--- config.mk ---
export PLATFORM = sky130hd
export DESIGN_NAME = fetch_unit
export DESIGN_NICKNAME = d
export VERILOG_FILES = /design/src/rtl/fetch_unit.sv
export SDC_FILE = /design/constraint.sdc
export NUM_CORES = 1
export LEC_CHECK = 0
export ABC_AREA = 1
export CORE_MARGIN = 2
export CORE_UTILIZATION = 39
export CTS_CLUSTER_DIAMETER = 150
export CTS_CLUSTER_SIZE = 16
export DETAILED_ROUTE_END_ITERATION = 10
export HOLD_SLACK_MARGIN = 0.12
export PLACE_DENSITY_LB_ADDON = 0.08
export SYNTH_ARGS = -nofsm -noshare
export SYNTH_HDL_FRONTEND = slang
export SYNTH_SLANG_ARGS = --single-unit
--- constraint.sdc ---
create_clock -name clk_i -period 5 [get_ports clk_i]
set_input_delay 1 -clock clk_i [delete_from_list [all_inputs] [get_ports clk_i]]
set_output_delay 1 -clock clk_i [all_outputs]
set_load 0.02 [all_outputs]
--- src/rtl/fetch_unit.sv ---
// rtl/fetch_unit.sv - MIPS instruction fetch stage with single-outstanding imem requests
// Owns the PC, buffers data across decode stalls and drops responses made stale by redirects.
module fetch_unit #(
  parameter logic [31:0] RESET_PC = 32'h0000_0000
) (
  input  logic        clk_i,
  input  logic        rst_ni,
  input  logic        stall_f_i,
  input  logic        redirect_i,
  input  logic [31:0] redirect_pc_i,
  output logic        imem_req_o,
  output logic [31:0] imem_addr_o,
  input  logic        imem_ready_i,
  input  logic        imem_rvalid_i,
  input  logic [31:0] imem_rdata_i,
  output logic [31:0] pc_f_o,
  output logic [31:0] pc_plus_4_f_o,
  output logic [31:0] instr_f_o,
  output logic        valid_f_o,
  output logic        busy_o
);

  typedef enum logic [1:0] {
    S_REQ  = 2'd0,
    S_WAIT = 2'd1,
    S_HOLD = 2'd2,
    S_DROP = 2'd3
  } state_e;

  state_e      state_q, state_d;
  logic [31:0] pc_q, pc_d;
  logic [31:0] buf_q, buf_d;
  logic [31:0] redirect_tgt;
  logic        consume;
  logic        unused_bits;

  assign redirect_tgt = {redirect_pc_i[31:2], 2'b00};
  assign unused_bits  = &{1'b0, redirect_pc_i[1:0]};

  assign pc_f_o        = pc_q;
  assign imem_addr_o   = pc_q;
  assign pc_plus_4_f_o = pc_q + 32'd4;
  assign imem_req_o    = rst_ni & (state_q == S_REQ);

  // A redirect always squashes whatever would otherwise be presented this cycle.
  always_comb begin
    valid_f_o = 1'b0;
    instr_f_o = 32'h0;
    if (rst_ni && !redirect_i) begin
      if (state_q == S_WAIT && imem_rvalid_i) begin
        valid_f_o = 1'b1;
        instr_f_o = imem_rdata_i;
      end else if (state_q == S_HOLD) begin
        valid_f_o = 1'b1;
        instr_f_o = buf_q;
      end
    end
  end

  assign busy_o  = ~valid_f_o;
  assign consume = valid_f_o & ~stall_f_i;

  always_comb begin
    state_d = state_q;
    buf_d   = buf_q;
    if (redirect_i)   pc_d = redirect_tgt;
    else if (consume) pc_d = pc_q + 32'd4;
    else              pc_d = pc_q;

    case (state_q)
      S_REQ: begin
        if (imem_ready_i) state_d = redirect_i ? S_DROP : S_WAIT;
      end
      S_WAIT: begin
        if (imem_rvalid_i) begin
          if (redirect_i || !stall_f_i) begin
            state_d = S_REQ;
          end else begin
            buf_d   = imem_rdata_i;
            state_d = S_HOLD;
          end
        end else if (redirect_i) begin
          state_d = S_DROP;
        end
      end
      S_HOLD: begin
        if (redirect_i || !stall_f_i) state_d = S_REQ;
      end
      S_DROP: begin
        // Stale data is never presented; a further redirect only retargets the PC.
        if (imem_rvalid_i) state_d = S_REQ;
      end
      default: state_d = S_REQ;
    endcase
  end

  always_ff @(posedge clk_i) begin
    if (!rst_ni) begin
      state_q <= S_REQ;
      pc_q    <= RESET_PC;
      buf_q   <= 32'h0;
    end else begin
      state_q <= state_d;
      pc_q    <= pc_d;
      buf_q   <= buf_d;
    end
  end

endmodule

# Word-level counts from Yosys, hierarchy flattened
# Cells that the tools add are included.
# totals
regBits,66
inputBits,70
out_inout_bits,131
word_cells,44
# op_classes
n_addsub,1
n_eq_ne,7
mux,16
bitwise_logic,6
n_reduce_logical,10
# ops
operator,count
$mux W32,5
$add A32 B3 Y32 const B,1
$mux W2,7
$pmux W2 S4,1
$eq A2 B2 Y1 const B,2
$ne A2 B2 Y1 const B,2
$not A1 Y1,4
$reduce_and A4 Y1,1
$mux W1,3
$ne A3 B3 Y1 const B,1
$reduce_and A3 Y1,1
$and A1 B1 Y1,2
$eq A2 B1 Y1 const B,1
$logic_and A1 B1 Y1,2
$logic_not A1 Y1,2
$logic_not A2 Y1,1
$ne A2 B1 Y1 const B,1
$reduce_bool A2 Y1,1
$reduce_or A2 Y1,1
$logic_or A1 B1 Y1,1

# Depth between registers and ports, before layout
# Gate-level depths: netlist of run 1.
# depth
word_depth,7
mapped_depth,11
ltp_nobuf,11

# Worst setup path after synthesis of run 1
# No wires, ideal clock.
# synth_timing
path_kind,input to output
start,input port redirect_i
end,output port instr_f_o[10]
arrival_ps,1999
t_required_ps,4000
slack_ps,2001
stages,5
n_path_buf,2
path_cell_list,buf_2 -> nor2_2 -> inv_1 -> clkbuf_1 -> a21oi_1
# synth_via
elab_chain_len,3
# synth_lines
element,line,text
start: declaration,9,"input logic redirect_i,"
$logic_not A1 Y1,49,if (rst_ni && !redirect_i) begin
$logic_and A1 B1 Y1,49,
$mux W32,49,
end: declaration,18,"output logic [31:0] instr_f_o,"
# No other way between the ends.

# Worst setup path after layout of run 1
# layout_timing
start,input port rst_ni
end,output port instr_f_o[20]
# layout_via
elab_chain_len,2
# layout_lines
element,line,text
start: declaration,7,"input logic rst_ni,"
$logic_and A1 B1 Y1,49,
$mux W32,49,
# No other way between the ends.

==> results of run 1 <==
-- synth_stat cells, types with 2 or more instances --
cell	number
sky130_fd_sc_hd__xor2_2	2
sky130_fd_sc_hd__xor2_1	3
sky130_fd_sc_hd__inv_1	43
sky130_fd_sc_hd__nand2_1	264
sky130_fd_sc_hd__nor2_4	5
sky130_fd_sc_hd__a21oi_1	70
sky130_fd_sc_hd__nand2_2	2
sky130_fd_sc_hd__and2_1	5
sky130_fd_sc_hd__nand3b_1	10
sky130_fd_sc_hd__nor3_1	2
sky130_fd_sc_hd__a21oi_2	5
sky130_fd_sc_hd__nand2_4	3
sky130_fd_sc_hd__o21ai_1	3
sky130_fd_sc_hd__nand3_2	10
sky130_fd_sc_hd__inv_2	5
sky130_fd_sc_hd__buf_6	3
sky130_fd_sc_hd__nor2_2	9
sky130_fd_sc_hd__nand3_1	24
sky130_fd_sc_hd__xnor2_1	5
sky130_fd_sc_hd__clkbuf_1	17
sky130_fd_sc_hd__or2_2	2
sky130_fd_sc_hd__nor2_1	71
sky130_fd_sc_hd__buf_4	36
sky130_fd_sc_hd__o21ai_0	23
sky130_fd_sc_hd__a211oi_1	3
sky130_fd_sc_hd__buf_2	9
sky130_fd_sc_hd__dfxtp_1	64
-- sequential cells by signal, indices dropped and copies added, names as in the netlist --
| signal | flops |
|---|---|
| state_q | 2 |
| buf_q | 32 |
| imem_addr_o | 30 |
-- where the power goes --
part           switching (mW)  leakage (nW)  total, mW  internal, mW
sequential             0.0413         0.522      0.581         0.540
combinational           0.268          1.79      0.472         0.204
clock                   0.247         0.148      0.683         0.436
-- final cells by class --
class / count / area [um^2] / share of cell area, %
multi-input cells: 534 / 2516 / 39.06
repair buffers: 197 / 1959 / 30.41
flip-flops and latches: 64 / 1281 / 19.89
clock buffers: 9 / 225.2 / 3.496
inverters: 49 / 188.9 / 2.933
well taps: 140 / 175.2 / 2.719
clock inverters: 7 / 96.34 / 1.495
-- layer usage --
metal / track usage [%] / share of wire, % / vias to the layer above
met1: 27.79 / 42 / 2244
met4: 6.071 / 1.9 / 0
met2: 41.02 / 49 / 189
met3: 5.409 / 7.3 / 20
li1: - / - / 2486
met5: 0 / 0 / -
-- stage by stage --
stage,utilization [%],instances,setup slack (ns),instance area (um^2)
after CTS,58.91,1000,0.7510,6442
after detailed placement,55.97,984,0.7581,6121
final,58.91,1000,0.7779,6442
after floorplan,-,714,2.001,4427
after global placement,55.97,984,0.8011,6121
after global routing,58.91,1000,0.6518,6442
-- critical path, stage by stage --
cell,delay [ns]
sky130_fd_sc_hd__clkdlybuf4s50_1,0.49
sky130_fd_sc_hd__inv_2,0.05
sky130_fd_sc_hd__nor2_2,0.17
sky130_fd_sc_hd__inv_1,0.48
sky130_fd_sc_hd__a21oi_1,0.37
sky130_fd_sc_hd__clkdlybuf4s50_1,0.65
-- worst min-delay path by stage --
stage | from | end | slack, ns | cells past startpoint
2_1_floorplan | buf_q[23] | buf_q[23] | 0.44 | 2
3_3_place_gp | buf_q[1] | buf_q[1] | 0.45 | 2
3_5_place_dp | buf_q[19] | buf_q[19] | 0.45 | 2
4_1_cts | buf_q[19] | buf_q[19] | 0.46 | 2
5_1_grt | buf_q[24] | buf_q[24] | 0.48 | 2
6_report | buf_q[28] | buf_q[28] | 0.46 | 2
-- cells by family after synthesis --
logic type / share of synthesized area [%]
buffers and inverters: 14.28
AOI/OAI and AO/OA: 13.37
other: 0.08507
DFF: 29.07
and+or+nand+nor: 40.59
xor gates and xnor gates: 2.328
adders and majority gates: 0.2838
==> flow_summary.json, run 1 <==
{
  "fp.dieH_um": 110.3,
  "dr.first_iter.drc_count": 245,
  "global_route_wire_length_before_repair_um": 22060,
  "worst-setup-path-type": "input port to output pin",
  "synthesis.instances": 709,
  "cts.sink_count": 64,
  "synth_ff_type": "sky130_fd_sc_hd__dfxtp_1",
  "cts_tree": "built",
  "power.density_nw_per_um2": 269.5,
  "worst_skew_pair.late_latency_ns": 0.33,
  "cts_made_buffers": 9,
  "synthesis.area_per_instance_um2": 6.217,
  "synth.cell_area_um2": 4408,
  "area_growth_pct": 46.15,
  "ys_ff_latch": 64,
  "drt-wirelength-per-cell_um": 14.17,
  "required_ns": 4.00,
  "area_share_of_the_leading_cell_type_in_the_synthesized_netlist_pct": 29.07,
  "outcome": "completed",
  "async_flop_share_pct": 0,
  "gr-usage-all-layers_pct": 23.05,
  "share_of_post_route_cells_with_drive_strength_above_1_pct": 7.907,
  "synth_top_area_cell": "sky130_fd_sc_hd__dfxtp_1",
  "min_period_over_period_pct": 84.44,
  "timing.clock.skew_ns": 0.005818,
  "vias_in_the_first_global_route": 4621,
  "crit-reg2reg-capture": "buf_q[15]",
  "power_leakage_nw": 2.457,
  "floorplan.core_area_um2": 10940,
  "final_antenna_net_count": 0,
  "num_io_pins": 201,
  "clock_tree.buffer_depth": 2,
  "hold_path.class": "flip-flop to flip-flop",
  "portBuffers": 192,
  "commonest_cells_after_routing_fill_and_taps_aside": "sky130_fd_sc_hd__nand2_1 (264), sky130_fd_sc_hd__clkdlybuf4s50_1 (192), sky130_fd_sc_hd__nor2_1 (71)",
  "filler_cell_count": 1089,
  "fmaxAchievable_ghz": 0.2369,
  "endpoint_type_of_the_worst_setup_path": "output pin",
  "ctsHtreeMaxLevel": 3,
  "fp-row-count": 38,
  "synth_edf_count": 0,
  "final_nets": 926,
  "register_to_register_setup_slack_ns": 2.53,
  "synth_sequential_area_ratio_pct": 29.07,
  "synth_cell_types": 38,
  "place_congestion": 0.9020,
  "post-dp-hpwl_um": 10120,
  "cts_resized": 0,
  "via_count": 4939,
  "worstSetupEndpoint": "instr_f_o[20]",
  "drt-vias-per-instance": 4.939,
  "start_util_pct": 40.31,
  "crit_path_start": "rst_ni",
  "grt_remaining_overflow": 0,
  "hold_slack_ns": 0.4613,
  "tightest_slew_ns": 1.053,
  "relSlewSlack_pct": 29.75,
  "pin_count_of_the_biggest_net_entering_global_routing": 44,
  "drv_slew": 0,
  "layout_min_cycle_time_ns": 4.222,
  "max_cap_violations": 0,
  "critical_path.max_fanout": 32,
  "cts-hold-fix-buffers": 0,
  "startpoint_type": "input port",
  "synth_warnings": 0,
  "die_area_um2": 12170,
  "power_mw": 1.736,
  "critical_path_arrival_ns": 3.22,
  "drt_pass1_iterations": 5,
  "post-cts-setup-buffer-count": 0,
  "path_clk_slew_ns": 0.06,
  "post-route-drc-count": 0,
  "routed_wire_length_um": 14170,
  "final-hold-violation-count": 0,
  "worstReg2RegStart": "state_q[0]",
  "r2r_cells": 7,
  "layout_commonest_cell": "sky130_fd_sc_hd__nand2_1",
  "fin_setup_tns_ns": 0,
  "setup_viol": 0,
  "die_width_um": 110.3,
  "post_synth_main_area_contributors": "sky130_fd_sc_hd__dfxtp_1 (29%), sky130_fd_sc_hd__nand2_1 (22%), sky130_fd_sc_hd__a21oi_1 (7.9%), sky130_fd_sc_hd__buf_4 (6.1%), sky130_fd_sc_hd__nor2_1 (6.0%)",
  "grt_setup_unrepaired": "false",
  "vdd_ir_drop_max_mv": 0.1824,
  "diodes": 0,
  "clock-root-buffer": "sky130_fd_sc_hd__clkbuf_16",
  "antenna_found_initial": 0
}
Note: power is estimated with default switching activity, not from simulation.
==> run 2, diff against run 1 <==
==> constraint.sdc (replaced) <==
create_clock -name clk_i -period 4.15 [get_ports clk_i]
set_input_delay 0.83 -clock clk_i [delete_from_list [all_inputs] [get_ports clk_i]]
set_output_delay 0.83 -clock clk_i [all_outputs]
set_load 0.02 [all_outputs]
==> run 2 against run 1 <==
Setup slack got worse by 0.42 ns. Register-to-register slack lost 0.77 ns. Total power up 19%. Global-route usage down 0.13 points. Non-clock buffer count unchanged. Sequential share of layout area about the same. Largest cell class unchanged.
==> flow_summary.json, run 2 (same netlist as run 1, synthesis figures left out) <==
{
  "outcome": "completed",
  "diodes": 0,
  "area_of_combinational_cells_with_multiple_inputs_um2": 2516,
  "cts.sink_count": 64,
  "fp.dieH_um": 110.3,
  "tightest_slew_ns": 1.016,
  "worstReg2RegStart": "state_q[1]",
  "critical_path.max_fanout": 32,
  "fmaxAchievable_ghz": 0.2635,
  "drt-vias-per-instance": 4.891,
  "vdd_ir_drop_max_mv": 0.1780,
  "drv_slew": 0,
  "cts_made_buffers": 9,
  "relSlewSlack_pct": 32.21,
  "critical_path_arrival_ns": 2.97,
  "startpoint_type": "input port",
  "timing.clock.skew_ns": 0.007443,
  "power.density_nw_per_um2": 322.3,
  "max_flop_register": "buf_q",
  "pin_count_of_the_biggest_net_entering_global_routing": 44,
  "critPathMostFrequentCell": "sky130_fd_sc_hd__clkdlybuf4s50_1",
  "worst_skew_pair.late_latency_ns": 0.32,
  "required_ns": 3.32,
  "endpoint_type_of_the_worst_setup_path": "output pin",
  "area_after_dpl_um2": 6121,
  "layout_commonest_cell": "sky130_fd_sc_hd__nand2_1",
  "area_growth_pct": 46.01,
  "grt_setup_unrepaired": "false",
  "final_antenna_net_count": 0,
  "worst-setup-path-type": "input port to output pin",
  "gr-usage-all-layers_pct": 22.92,
  "power_leakage_nw": 2.463,
  "post-cts-setup-buffer-count": 0,
  "layout_min_cycle_time_ns": 3.796,
  "post-route-drc-count": 0,
  "final-hold-violation-count": 0,
  "start_util_pct": 40.31,
  "cts-hold-fix-buffers": 0,
  "die_area_um2": 12170,
  "min_period_over_period_pct": 91.46,
  "hold_path_startpoint": "buf_q[20]",
  "num_io_pins": 201,
  "place_congestion": 0.8928,
  "routed_wire_length_um": 14120,
  "seq_area_um2": 1281,
  "hold_path.class": "flip-flop to flip-flop",
  "post-dp-hpwl_um": 10040,
  "slowest_delay_ns": 0.65,
  "portBuffers": 192,
  "via_count": 4891,
  "crit_slowest_cell": "sky130_fd_sc_hd__clkdlybuf4s50_1",
  "grt_remaining_overflow": 0,
  "largest_register_ffs": 32,
  "ctsHtreeMaxLevel": 3,
  "fp-row-count": 38,
  "clock_tree.buffer_depth": 2,
  "cts_resized": 0,
  "stdcell_area_um2": 6436,
  "setup_viol": 0,
  "die_width_um": 110.3,
  "antenna_found_initial": 0,
  "share_of_post_route_cells_with_drive_strength_above_1_pct": 7.558,
  "max_cap_violations": 0,
  "global_route_wire_length_before_repair_um": 21980,
  "dr.first_iter.drc_count": 267,
  "fin_setup_tns_ns": 0,
  "commonest_cells_after_routing_fill_and_taps_aside": "sky130_fd_sc_hd__nand2_1 (264), sky130_fd_sc_hd__clkdlybuf4s50_1 (192), sky130_fd_sc_hd__nor2_1 (71)",
  "crit_path_cell_trace": "clkdlybuf4s50_1, inv_2, nor2_2, inv_1, a21oi_1, clkdlybuf4s50_1",
  "final_nets": 926,
  "clock-root-buffer": "sky130_fd_sc_hd__clkbuf_16",
  "cts_tree": "built",
  "drt-wirelength-per-cell_um": 14.12,
  "crit_path_start": "rst_ni",
  "drt_pass1_iterations": 5,
  "path_clk_slew_ns": 0.05,
  "floorplan.core_area_um2": 10940,
  "filler_cell_count": 1058,
  "vias_in_the_first_global_route": 4602
}
[run 2: path summary, 6_finish.rpt]
check	cells after the start	end	slack [ns]
setup / recovery	6	instr_f_o[16]	0.35
hold / removal	2	buf_q[20]	0.46
setup reg to reg	11	imem_addr_o[13]	1.76
hold reg to reg	2	buf_q[20]	0.46
[run 2: critical path: cells and delay by family]
kind | cells | cell delay, ns
buffers and inverters | 4 | 1.63
AOI/OAI and AO/OA | 1 | 0.33
and+or+nand+nor | 1 | 0.16
[run 2: final cells by class]
| class | count | share of cell area (%) |
|---|---|---|
| repair buffers | 197 | 30.44 |
| flip-flops and latches | 64 | 19.91 |
| multi-input cells | 534 | 39.09 |
| well taps | 140 | 2.722 |
| clock buffers | 13 | 3.888 |
| inverters | 49 | 2.935 |
| clock inverters | 3 | 1.011 |
[run 2: power breakdown]
part	switching, mW	total [mW]	leakage, nW	internal [mW]
Sequential	0.0493	0.700	0.522	0.651
Clock	0.265	0.807	0.154	0.542
Combinational	0.321	0.567	1.79	0.245
[run 2: per-layer routing]
layer	GRT usage, %	routed length (um)	part of all wire (%)
met1	27.13	5845	41
met2	41.59	7088	50
met3	4.997	1019	7.2
met4	6.250	162	1.1
met5	0	0	0
[run 2: per-stage QoR]
stage               hold WS [ns]  cells  util, %  setup slack (ns)  power [mW]
global route              0.4721   1000    58.86            0.2321       2.168
floorplan                 0.4398    714        -             1.491       1.052
CTS                       0.4631   1000    58.86            0.3474       2.091
finish                    0.4607   1000    58.86            0.3542       2.074
global placement          0.4487    984    55.97            0.3642       1.268
detailed placement        0.4545    984    55.97            0.3561       1.280
